**src/rtl/pokey_div_chain_if.sv**
```systemverilog
// Control/status bundle for one POKEY divider stage.
// The stage consumes the control group and produces count, carry and wave outputs.
interface pokey_div_chain_if #(
    parameter int WIDTH = 8
);
    logic             enp;
    logic             enn;
    logic             tick;
    logic             load;
    logic             oneshot;
    logic [WIDTH-1:0] reload_val;
    logic [WIDTH-1:0] cnt;
    logic             tc;
    logic             ntc;
    logic             sq;
    logic             done;

    modport master (
        output enp, enn, tick, load, oneshot, reload_val,
        input  cnt, tc, ntc, sq, done
    );

    modport slave (
        input  enp, enn, tick, load, oneshot, reload_val,
        output cnt, tc, ntc, sq, done
    );
endinterface

```
**src/rtl/pokey_div_chain.sv**
```systemverilog
// Two-phase POKEY divider stage: count/reload on the falling edge, terminal carry on the rising edge.
// Stages cascade by feeding one stage's tc into the next stage's tick.
module pokey_div_chain #(
    parameter int               WIDTH     = 8,
    parameter logic [WIDTH-1:0] RESET_VAL = '0
) (
    input  logic            clk,
    input  logic            nrst,
    pokey_div_chain_if.slave bus
);
    localparam logic [WIDTH-1:0] ONE = WIDTH'(1);

    logic [WIDTH-1:0] cnt_q, cnt_d;
    logic             sq_q, sq_d;
    logic             done_q, done_d;
    logic             tc_q, tc_d;
    logic             term;

    // Load outranks the terminal event, so a colliding load never toggles sq or raises tc.
    always_comb begin
        term   = bus.tick & (cnt_q == '0) & ~bus.load & ~done_q;
        cnt_d  = cnt_q;
        sq_d   = sq_q;
        done_d = done_q;
        if (bus.enn) begin
            if (bus.load) begin
                cnt_d  = bus.reload_val;
                done_d = 1'b0;
            end else if (term) begin
                sq_d = ~sq_q;
                if (bus.oneshot) done_d = 1'b1;
                else             cnt_d  = bus.reload_val;
            end else if (bus.tick && (cnt_q != '0) && !done_q) begin
                cnt_d = cnt_q - ONE;
            end
        end
        tc_d = bus.enp ? term : tc_q;
    end

    always_ff @(negedge clk or negedge nrst) begin
        if (!nrst) begin
            cnt_q  <= RESET_VAL;
            sq_q   <= 1'b0;
            done_q <= 1'b0;
        end else begin
            cnt_q  <= cnt_d;
            sq_q   <= sq_d;
            done_q <= done_d;
        end
    end

    always_ff @(posedge clk or negedge nrst) begin
        if (!nrst) tc_q <= 1'b0;
        else       tc_q <= tc_d;
    end

    assign bus.cnt  = cnt_q;
    assign bus.tc   = tc_q;
    assign bus.ntc  = ~tc_q;
    assign bus.sq   = sq_q;
    assign bus.done = done_q;
endmodule

```
**src/flat_wrapper.sv**
```systemverilog
// flat-port wrapper written by rule: the top's interface ports become plain ports
module pokey_div_chain_flat 
#(
    parameter int               WIDTH     = 8,
    parameter logic [WIDTH-1:0] RESET_VAL = '0
)
  (clk, nrst, bus_enp, bus_enn, bus_tick, bus_load, bus_oneshot, bus_reload_val, bus_cnt, bus_tc, bus_ntc, bus_sq, bus_done);
  pokey_div_chain_if #(.WIDTH(WIDTH)) bus_i ();
  input  logic clk;
  input  logic nrst;
  input wire logic [$bits(bus_i.enp)-1:0] bus_enp;
  input wire logic [$bits(bus_i.enn)-1:0] bus_enn;
  input wire logic [$bits(bus_i.tick)-1:0] bus_tick;
  input wire logic [$bits(bus_i.load)-1:0] bus_load;
  input wire logic [$bits(bus_i.oneshot)-1:0] bus_oneshot;
  input wire logic [$bits(bus_i.reload_val)-1:0] bus_reload_val;
  output wire logic [$bits(bus_i.cnt)-1:0] bus_cnt;
  output wire logic [$bits(bus_i.tc)-1:0] bus_tc;
  output wire logic [$bits(bus_i.ntc)-1:0] bus_ntc;
  output wire logic [$bits(bus_i.sq)-1:0] bus_sq;
  output wire logic [$bits(bus_i.done)-1:0] bus_done;
  assign bus_i.enp = bus_enp;
  assign bus_i.enn = bus_enn;
  assign bus_i.tick = bus_tick;
  assign bus_i.load = bus_load;
  assign bus_i.oneshot = bus_oneshot;
  assign bus_i.reload_val = bus_reload_val;
  assign bus_cnt = bus_i.cnt;
  assign bus_tc = bus_i.tc;
  assign bus_ntc = bus_i.ntc;
  assign bus_sq = bus_i.sq;
  assign bus_done = bus_i.done;
  pokey_div_chain #(.WIDTH(WIDTH), .RESET_VAL(RESET_VAL)) u_core (.clk(clk), .nrst(nrst), .bus(bus_i));
endmodule
```
**config.mk**
```make
export PLATFORM = sky130hd
export DESIGN_NAME = pokey_div_chain_flat
export DESIGN_NICKNAME = d
export VERILOG_FILES = /design/src/rtl/pokey_div_chain_if.sv /design/src/rtl/pokey_div_chain.sv /design/src/flat_wrapper.sv
export SDC_FILE = /design/constraint.sdc
export NUM_CORES = 1
export LEC_CHECK = 0
export CAP_MARGIN = 20
export CORE_MARGIN = 10
export CORE_UTILIZATION = 43
export DETAILED_ROUTE_END_ITERATION = 12
export HOLD_SLACK_MARGIN = 0.05
export PLACE_DENSITY = 0.77
export SLEW_MARGIN = 20
export SYNTH_ARGS = -nofsm -noshare
export SYNTH_HDL_FRONTEND = slang
export SYNTH_SLANG_ARGS = --single-unit
```
**constraint.sdc**
```tcl
create_clock -name clk -period 2.5 [get_ports clk]
set_input_delay 0.5 -clock clk [delete_from_list [all_inputs] [get_ports clk]]
set_output_delay 0.5 -clock clk [all_outputs]
set_load 0.05 [all_outputs]
```
==> results of run 1 <==
## cells by family after synthesis
| group | Yosys count | synth area share [%] |
|---|---|---|
| AOI/OAI and AO/OA | 30 | 31.4 |
| and+or+nand+nor | 26 | 23.1 |
| DFF | 11 | 37.2 |
| buffers and inverters | 7 | 4.05 |
| xor gates and xnor gates | 1 | 1.18 |
| muxes | 1 | 1.35 |
| adders and majority gates | 1 | 1.69 |
## synthesized netlist by cell type, types with 2 or more instances
| master | instances | area share [%] |
|---|---|---|
| nor3_1 | 3 | 2.0 |
| o221a_2 | 3 | 4.6 |
| a21oi_1 | 4 | 2.7 |
| nor2_1 | 4 | 2.0 |
| nor4b_4 | 2 | 6.4 |
| inv_1 | 5 | 2.5 |
| nand3_1 | 2 | 1.4 |
| nand2b_1 | 2 | 1.7 |
| o21ai_0 | 2 | 1.4 |
| nand4_1 | 4 | 3.4 |
| nand2_1 | 5 | 2.5 |
| a31oi_1 | 4 | 3.4 |
| dfrtn_1 | 10 | 34 |
## through the flow
stage / instances / setup TNS [ns]
detailed placement: 147 / -9.16
global placement: 147 / -7.88
floorplan: 77 / -2.74
==> results.md, run 1 <==
- CTS H-tree lvls: 1
- Most used flip-flop cell after synthesis: dfrtn_1
- Yosys warnings: 0
- Deepest clock path buffer count: 2
- Exit stage: 4_1_cts
- Synth Area per Inst: 9.62 µm²
- Outcome: aborted with a tool error
- DP Worst Slack: -1.01 ns
- Post-CTS resize count: 31
- Cells after Synth: 77
- Sequential area share after synthesis: approximately 37%
- Sink Count: 11
- # hold bufs at CTS: 0
- Placer's final routability congestion estimate: 0.892
- Synth async-reset ratio: 100%
- Synth Register Bits: 11
- Halt Reason: [ERROR DPL-0038] Utilization greater than 100%, impossible to legalize
- Cell variety after synth: 40
- Area after DPL: 1350 µm²
- Rows: 14
- Mapped Area: 741 µm²
- Number of synthesized flops with an enable pin: 0
- Buffers added on ports: 26
- Post-CTS Setup Repair Bufs: 13
- DIE HEIGHT: 61.5 µm
- Post-Syn Nets: 93
- Post-DP HPWL: 2.40 mm
- Ports: 27
- Starting Density: 47.5%
- Root buf cell: clkbuf_4
- Cts bufs inserted: 3
- Die Wd: slightly above 60 µm
==> run 2, diff against run 1 <==
--- a/config.mk
+++ b/config.mk
@@ -6,11 +6,10 @@
 export NUM_CORES = 1
 export LEC_CHECK = 0
 export CAP_MARGIN = 20
-export CORE_MARGIN = 10
-export CORE_UTILIZATION = 43
+export CORE_AREA = 10 10 71 73
 export DETAILED_ROUTE_END_ITERATION = 12
-export HOLD_SLACK_MARGIN = 0.05
-export PLACE_DENSITY = 0.77
+export DIE_AREA = 0 0 81 83
+export PLACE_DENSITY_LB_ADDON = 0.15
 export SLEW_MARGIN = 20
 export SYNTH_ARGS = -nofsm -noshare
 export SYNTH_HDL_FRONTEND = slang
==> run 2 against run 1 <==
The flow now finishes, with violations (negative setup slack). Synthesized cell count unchanged. Area after synthesis stayed put.
==> results.md, run 2 <==
- Worst setup path start: bus_tick
- Pwr dens: just under 700 nW/µm²
- Most used flip-flop cell after synthesis: dfrtn_1
- Hold_sp: u_core.bus.sq$_DFFE_NN0P_
- N_diodes: 0
- Crit Path Max Fanout: 5
- Post-Layout Cell Count: 200
- Crit path kind: primary input to flop
- Fin. max-slew vios: 0
- Failing checks: negative setup slack
- Critical path endpoint category: flop
- Root buf cell: clkbuf_8
- Drt pass-1 iters: 4
- Die Wd: slightly above 80 µm
- Hold WS: 0.463 ns
- GRT met2 Usage: 15.9%
- Finish-stage setup viols: 21
- Routed Antenna Nets: 0
- Global route hottest layer: met2
- Leak pwr: 0.737 nW
- # DRC: 0
- Critical Path AT: approximately 1.6 ns
- Vias: 957
- VDD IR max: 0.176 mV
- Worst path top cell family by delay: simple AND/OR/NAND/NOR gates
- Clock slew at reported path FFs: 0.04 ns
- Area after DPL: 1370 µm²
- Yosys warnings: 0
- Sink Count: 11
- Max-slew headroom: 66.5%
- Die area: 6720 µm²
- Most numerous cell in the Yosys netlist: dfrtn_1
- DR iter-0 viols: 69
- Cts bufs inserted: 3
- Grt total ovfl: 0
- Switching Fraction: 38.6%
- Fillers: 358
- Vias in the first global route: roughly 1100
- Post-Place Cells: 176
- Routed wire per std cell: 15.6 µm
- Routed vias/inst: 4.79
- Synth async-reset ratio: 100%
- Synth area leader: dfrtn_1
- Most common cell after layout, fill and taps aside: buf_4
- Reg2Reg Launch Point: u_core.bus.cnt[7]$_DFFE_NN0P_
- Mapped Area: 741 µm²
- Setup_tns: -3.53 ns
- WP buf/inv: 2
- First-pass GRT wire length: 5.26 mm
- Tot GR Track Use: 9.73%
- Post-Syn Nets: 93
- Hold/Removal Path Class: flop to flop
- CP max stage cell: o221a_2
- Finished Cell Area: ~1700 µm²
- Worst-Margin Slew: 0.501 ns
- Post-DP HPWL: ~2.3 mm
- Ports: 27
- Starting Density: 20.4%
- CTS tree: built
- RSZ-0062 raised after global routing: true
- Final worst slack: -0.223 ns
- Max reg flops: 8
- # hold bufs at CTS: 0
- Rows: 22
- Layout net count: 169
- Comb power frac: 62.4%
- Post-Route WL: roughly 3.1 mm
- Met1 usage in global routing: 11.6%
- Most frequent cells in the layout: buf_4, buf_6, clkdlybuf4s50_1
- Ranking of synthesized cells by area: dfrtn_1, nor4b_4, o221a_2
- Layout cell share with drive strength beyond 1: 57.2%
- Clock skew: 0.0169 ns
- DIE HEIGHT: 83 µm
- Max Cap Viol: 0
- Outcome: finished with violations
- Synth Area per Inst: just under 10 µm²
- Core area: 3630 µm²
- Top cell type's share of synthesized area: 33.8%
- Worst-path cell chain: buf_6 > nor4b_4 > buf_4 > and3_4 > a21oi_2 > o221a_2
- Startpoint types: primary input
- Sequential area share after synthesis: 37.2%
- Synth cell count leaders: dfrtn_1, inv_1, nand2_1
- Critical Path RT: 1.36 ns
- Deepest clock path buffer count: 2
- Number of synthesized flops with an enable pin: 0
- Clk pwr share: 16.6%
- Final Hold Vio Count: 0
- CTS H-tree lvls: 1
- Max stage delay on crit path: 0.29 ns
- Seq pwr share: 21.0%
- Cell variety after synth: 40
- Synth Register Bits: 11
- Pin count of the biggest net entering global routing: 16
- Met3 Use GR: around 1.6%
- Initial antenna violation count: 0
- Buffers added on ports: 26
- Internal power: 706 µW
- Layout area overhead: 128%
- Total power: 1.15 mW
- Cells after Synth: 77
- Worst skew pair latency: 0.27 ns
- Switching power: between 400 and 500 µW
- Placer's final routability congestion estimate: 0.873
## run 2: cell counts after synthesis
No cell type changed its count.
## run 2: final cells by class
class / instances / area [µm²] / share of cell area (%)
clock inverters: 1 / 5.00 / 0.296
clock buffers: 3 / 41.3 / 2.44
inverters: 5 / 18.8 / 1.11
repair buffers: 73 / 759 / 44.9
multi-input cells: 59 / 532 / 31.4
well taps: 48 / 60.1 / 3.55
flip-flops and latches: 11 / 275 / 16.3
## run 2: worst paths after layout
kind,to,depth (start not counted),slack (ns)
max reg2reg,u_core.bus.tc$_DFFE_PN0P_,7,-0.21
min reg2reg,u_core.bus.sq$_DFFE_NN0P_,1,0.46
max,u_core.bus.cnt[2]$_DFFE_NN0P_,6,-0.22
min,u_core.bus.sq$_DFFE_NN0P_,1,0.46
min in group asynchronous,u_core.bus.tc$_DFFE_PN0P_,2,0.56
max in group asynchronous,u_core.bus.cnt[3]$_DFFE_NN0P_,2,0.62
## run 2: logic make-up after synthesis
group / share of synthesized area, %
XOR/XNOR: 1.18
adder cells (fa/ha/maj): 1.69
AND/OR/NAND/NOR: 23.1
flip-flops: 37.2
AO/OA/AOI/OAI: 31.4
multiplexers: 1.35
buffers and inverters: 4.05
## run 2: worst reg2reg max path: cells and delay by family (launching register included)
| kind | cells | cell delay (ns) |
|---|---|---|
| AO/OA/AOI/OAI | 1 | 0.05 |
| buffers and inverters | 3 | 0.41 |
| flip-flops | 1 | 0.37 |
| AND/OR/NAND/NOR | 3 | 0.55 |
## run 2: what timing repair did
| item | in CTS | in global routing |
|---|---|---|
| resized for setup | 33 | 9 |
| setup endpoints to repair | 21 | 21 |
| buffers inserted | 19 | 1 |
| pin swaps | 9 | 5 |
## run 2: power groups by stage
| stage | Combinational (mW) | Clock (mW) | Sequential, mW |
|---|---|---|---|
| finish | 0.718 | 0.190 | 0.242 |
| global route | 0.757 | 0.205 | 0.247 |
| CTS | 0.700 | 0.193 | 0.238 |
| detailed placement | 0.578 | 0 | 0.250 |
| global placement | 0.577 | 0 | 0.249 |
| floorplan | 0.129 | 0 | 0.383 |
## run 2: metrics by stage
| step | setup WS [ns] | util (%) |
|---|---|---|
| global placement | -0.887 | 37.7 |
| detailed placement | -0.967 | 37.7 |
| CTS | -0.212 | 45.3 |
| finish | -0.223 | 46.6 |
| global route | -0.284 | 46.6 |
| floorplan | -0.454 | - |
## run 2: per-layer routing
metal  vias up  wire length (µm)
met3         5               141
met1       464              1280
li1        456                 -
met5         -                 0
met4         0                74
met2        32              1630
No activity file was read; power rests on OpenSTA's default activity.
==> run 3, diff against run 2 <==
--- a/config.mk
+++ b/config.mk
@@ -10,6 +10,7 @@
 export DETAILED_ROUTE_END_ITERATION = 12
 export DIE_AREA = 0 0 81 83
 export PLACE_DENSITY_LB_ADDON = 0.15
+export SKIP_LAST_GASP = 1
 export SLEW_MARGIN = 20
 export SYNTH_ARGS = -nofsm -noshare
 export SYNTH_HDL_FRONTEND = slang
==> run 3 against run 2 <==
The flow still finishes with violations (negative setup slack). Register-to-register slack about the same. Worst setup slack worse by 0.0014 ns. Final cell count up 0.50%. Via count down 0.63%. Sequential power about the same. Count of clock-buffer cells in the layout unchanged. Critical path type unchanged. Highest routed layer unchanged.
==> results.md, run 3 (synthesis results as in run 2) <==
- Outcome: finished with violations
- Failing checks: negative setup slack
- Die area: 6720 µm²
- Final Hold Vio Count: 0
- Pwr dens: 678 nW/µm²
- Routed wire per std cell: 15.6 µm
- Switching power: 446 µW
- Post-Route Utilization: 46.9%
- Layout cell share with drive strength beyond 1: ~58%
- Root buf cell: clkbuf_8
- Area after DPL: 1370 µm²
- Switching Fraction: ~39%
- Critical Path RT: ~1.4 ns
- Clock skew: 0.0166 ns
- Hold/Removal Path Class: flop to flop
- Drt pass-1 iters: 4
- Comb power frac: 62.5%
- Most common cell after layout, fill and taps aside: buf_4
- Hold Crit Depth: 1
- Cts bufs inserted: 3
- Worst skew pair latency: about 0.27 ns
- Worst-Margin Slew: 0.501 ns
- Placer's final routability congestion estimate: 0.873
- Worst r2r dst: u_core.bus.tc$_DFFE_PN0P_
- # DRC: 0
- First-pass GRT wire length: 5.14 mm
- Seq pwr share: 20.9%
- Critical Path AT: 1.59 ns
- Critical path endpoint category: flop
- Most frequent cells in the layout: buf_4, buf_6, clkdlybuf4s50_1
- Crit path kind: primary input to flop
- Cell count of the worst reg-to-reg path: 7
- Vias: 951
- Max reg flops: 8
- Starting Density: 20.4%
- CTS H-tree lvls: 1
- Buffers added on ports: 26
- R2R Setup Slk: -0.21 ns
- DR iter-0 viols: 79
- Tot GR Track Use: about a tenth
- Rows: 22
- N_diodes: 0
- Vias in the first global route: 1029
- DIE HEIGHT: 83 µm
- Core area: 3630 µm²
- Layout area overhead: 130%
- Post-Route WL: 3.13 mm
- Fillers: 355
- Max-slew headroom: 66.5%
- Internal power: 709 µW
- Final worst slack: -0.224 ns
- Routed Antenna Nets: 0
- Reg2Reg Launch Point: u_core.bus.cnt[7]$_DFFE_NN0P_
- Sink Count: 11
- Leak pwr: 0.752 nW
- Fin. max-slew vios: 0
- CTS tree: built
- Finished Cell Area: 1700 µm²
- Hold Path Sink: u_core.bus.sq$_DFFE_NN0P_
- Clock slew at reported path FFs: approximately 0.04 ns
- Startpoint types: primary input
- Clk pwr share: 16.6%
- Die Wd: 81 µm
- Crit Path Max Fanout: 5
- Setup_tns: -3.57 ns
- Hold_sp: u_core.bus.sq$_DFFE_NN0P_
- Deepest clock path buffer count: 2
- Max Cap Viol: 0
- VDD IR max: roughly 0.18 mV
- Routed vias/inst: approximately 4.7
- RSZ-0062 raised after global routing: true
- Grt total ovfl: 0
- Layout net count: 170
- Ports: 27
- Pin count of the biggest net entering global routing: 16
- Hold WS: 0.463 ns
- DP Worst Slack: -0.967 ns
- Finish-stage setup viols: 21
- Post-DP HPWL: 2.27 mm
- Initial antenna violation count: 0
run 3: worst max path at each step:
stage                                          endpoint  slack [ns]                           from
after floorplan               u_core.bus.tc$_DFFE_PN0P_       -0.45  u_core.bus.cnt[0]$_DFFE_NN0P_
after global placement    u_core.bus.cnt[0]$_DFFE_NN0P_       -0.89                       bus_tick
after detailed placement  u_core.bus.cnt[0]$_DFFE_NN0P_       -0.97                       bus_tick
after CTS                     u_core.bus.tc$_DFFE_PN0P_       -0.21    u_core.bus.done$_DFFE_NN0P_
after global routing          u_core.bus.tc$_DFFE_PN0P_       -0.28  u_core.bus.cnt[7]$_DFFE_NN0P_
final                     u_core.bus.cnt[2]$_DFFE_NN0P_       -0.22                       bus_tick
run 3: power groups by stage:
stage | clock (mW) | sequential [mW] | combinational (mW)
after floorplan | 0 | 0.383 | 0.129
after global placement | 0 | 0.249 | 0.577
after detailed placement | 0 | 0.250 | 0.578
after CTS | 0.193 | 0.238 | 0.696
after global routing | 0.205 | 0.247 | 0.761
final | 0.192 | 0.242 | 0.722
run 3: metrics by stage:
stage	power (mW)	cells
finish	1.16	201
global route	1.21	201
CTS	1.13	199
detailed placement	0.827	176
global placement	0.825	176
floorplan	0.512	77
run 3: routing by layer:
layer	vias up	track usage [%]	share of wire (%)
met2	21	15.3	52
li1	459	-	-
met3	5	1.62	3.5
met4	0	5.16	2.4
met1	466	11.5	42
met5	-	0	0
run 3: timing repair:
| action | in CTS | in global routing |
|---|---|---|
| resized for setup | 31 | 12 |
| endpoints found under the setup margin | 21 | 21 |
| buffers inserted | 19 | 2 |
| endpoints found under the hold margin | 0 | 0 |
| pin swaps | 8 | 6 |
| hold buffers | 0 | 0 |
| gates cloned | 0 | 0 |
run 3: layout make-up:
class,count,area (µm²),share of cell area [%]
multi-input combinational,59,537,31.5
clock buffer,3,41.3,2.42
inverter,5,18.8,1.10
tap,48,60.1,3.52
timing repair buffer,74,767,45.0
clock inverter,1,5.00,0.294
sequential,11,275,16.2
run 3: worst max-delay path, stage by stage:
cell     delay (ns)
buf_6          0.07
nor4b_4        0.21
buf_4          0.18
and3_4         0.22
a21oi_2        0.12
o221a_2        0.29
==> patch: new RTL, config.mk and constraints of run 2 <==
Reset style: synchronous (`nrst`), changed in 2 clocked blocks.
--- a/src/rtl/pokey_div_chain.sv
+++ b/src/rtl/pokey_div_chain.sv
@@ -37,7 +37,7 @@
         tc_d = bus.enp ? term : tc_q;
     end
 
-    always_ff @(negedge clk or negedge nrst) begin
+    always_ff @(negedge clk) begin
         if (!nrst) begin
             cnt_q  <= RESET_VAL;
             sq_q   <= 1'b0;
@@ -49,7 +49,7 @@
         end
     end
 
-    always_ff @(posedge clk or negedge nrst) begin
+    always_ff @(posedge clk) begin
         if (!nrst) tc_q <= 1'b0;
         else       tc_q <= tc_d;
     end
Check against the original RTL: not checked (the comparison handles one clock edge and no latches or derived clocks); the edit may change what the design does.
==> patch against run 2 <==
  * The run still ends with negative setup slack left
  * Power shrank 15%
  * Critical path depth shrank 4
  * Sequential cell count is the same
  * Worst setup slack gained 0.053 ns
  * Clock skew grew 0.059 ns
  * Routed wire length grew 6.2%
  * Register-to-register slack gained 0.10 ns
  * Die area is the same
  * Final area grew 2.7%
  * Sequential power shrank 12%
  * Synthesized cell count grew 19%
  * Count of clock-buffer cells in the layout is the same
  * Synthesized area grew 5.7%
  * Critical path type is now reg -> out
==> patch: results (changes against run 2) <==
status: "finished, violations left"
violations: "negative setup slack"
leakage_nw: 0.790  # +7.2%
setup_viol: 19  # -9.5%
antennaDiodeCount: 0  # unchanged
synthesis.nets: 108  # +16%
largest_reg_flops: 8  # unchanged
fin_hold_ws_ns: 0.615  # +0.153 ns
routabilityCongestion: 0.754  # -14%
ys_seq_area_share_pct: 28.1  # -9.0 points
synth.distinct_cells: 38  # -5.0%
hold_depth: 3  # +2
ir_drop_uv: 212  # +21%
wl_per_cell_um: 15.2  # -2.5%
clock_latency_ns: 0.32  # +0.05 ns
placed_cell_area_um2: 1390  # +1.5%
reg2reg_setup_slack_ns: -0.11  # +0.10 ns
grt_pass1_vias: 1158  # +8.7%
gr-usage-all-layers_pct: 10.2  # +0.48 points
routed-via-count: 1024  # +7.0%
cts-htree-levels: 1  # unchanged
avgSynthCellArea_um2: 8.51  # -11%
sw_frac_of_total_pct: 39.6  # +1.0 points
synthTopCellsByArea: "dfxtp_1, mux2i_1, a211oi_1"
worstReg2RegEnd: "u_core.bus.tc"
ys_top_cells_by_count: "dfxtp_1, inv_1, nand2_1, nor2_1"
place_hpwl_mm: 2.28  # +0.73%
crit_slowest_cell: "dfxtp_4"
nets: 187  # +11%
cts.clk_slew.worst_paths_ns: 0.06  # +0.02 ns
endpoint: "bus_done"
finClkSkew_ns: 0.0755  # +0.0586 ns
hp-start: "u_core.bus.tc"
place_ws_ns: -0.856  # +0.111 ns
drive_above_1_share_pct: 51.2  # -6.1 points
setup_tns_ns: -1.98  # +1.55 ns
nFillCells: 375  # +4.7%
holdPathEnd: "u_core.bus.tc"
max_slew_margin_pct: 57.8  # -8.7 points
cpPeakStageDelay_ns: 0.35  # +0.06 ns
finalNonFillerCells: 218  # +9.0%
path_delay_family: "flip-flops"
yosysWarnings: 0  # unchanged
grt_pass1_wl_mm: 5.54  # +5.2%
dr.pass1.iters: 4  # unchanged
io_buffers: 26  # unchanged
rr_worst_depth: 6  # -1
root_buffer: "clkbuf_8"
r2r_start: "u_core.bus.cnt[7]"
path_max_fanout: 2  # -3
timing.critical_path.from: "u_core.bus.done"
critPathArrivalTime_ns: 2.17  # +0.59 ns
synthArstFlopShare_pct: 0  # -100 points
layout_setup_ws_ns: -0.170  # +0.0529 ns
drtIter0Drc: 53  # -23%
grt_max_degree: 11  # -5
## patch: cell types whose count changed in the layout (fill, tap and decap cells not counted), moves of 4 or more
cell / before / now
a211oi_2: 0 / 4
buf_4: 34 / 28
dfrtn_1: 10 / 0
dfxtp_2: 0 / 5
dfxtp_4: 0 / 5
inv_1: 3 / 18
nand2_1: 3 / 8
nand4_1: 4 / 0
o22ai_1: 1 / 5
## patch: what timing repair did
action / in CTS / in global routing
resized for setup: 36 / 12
setup endpoints to repair: 21 / 21
pin swaps: 9 / 6
cloned: 0 / 0
setup buffers: 17 / 4
## patch: logic make-up (layout without fill, tap and decap cells)
logic type | Yosys count | after routing | synth area share (%)
adder cells (fa/ha/maj) | 1 | 1 | 1.60
AND/OR/NAND/NOR | 36 | 36 | 29.1
AO/OA/AOI/OAI | 27 | 27 | 28.3
buffers and inverters | 12 | 90 | 5.91
multiplexers | 5 | 5 | 7.03
flip-flops | 11 | 11 | 28.1
## patch: final cells by class
class	instances	area, µm²	area share (%)
timing repair buffer	68	728	41.9
tap	48	60.1	3.46
clock buffer	3	41.3	2.38
multi-input combinational	69	592	34.1
clock inverter	11	41.3	2.38
sequential	11	245	14.1
inverter	8	30.0	1.73
## patch: routing by layer
layer	wire length, µm	up-vias	global-route usage (%)
met2	1740	18	16.8
met4	57	0	5.48
met5	0	-	0
met1	1400	498	11.5
met3	116	4	2.69
li1	-	504	-
## patch: power by group through the flow
stage          registers (mW)  logic [mW]  clock network (mW)
3_5_place_dp            0.215       0.421              0.0270
5_1_grt                 0.216       0.549               0.285
4_1_cts                 0.213       0.486               0.260
3_3_place_gp            0.215       0.419              0.0270
6_report                0.213       0.511               0.255
2_1_floorplan           0.278       0.156              0.0270
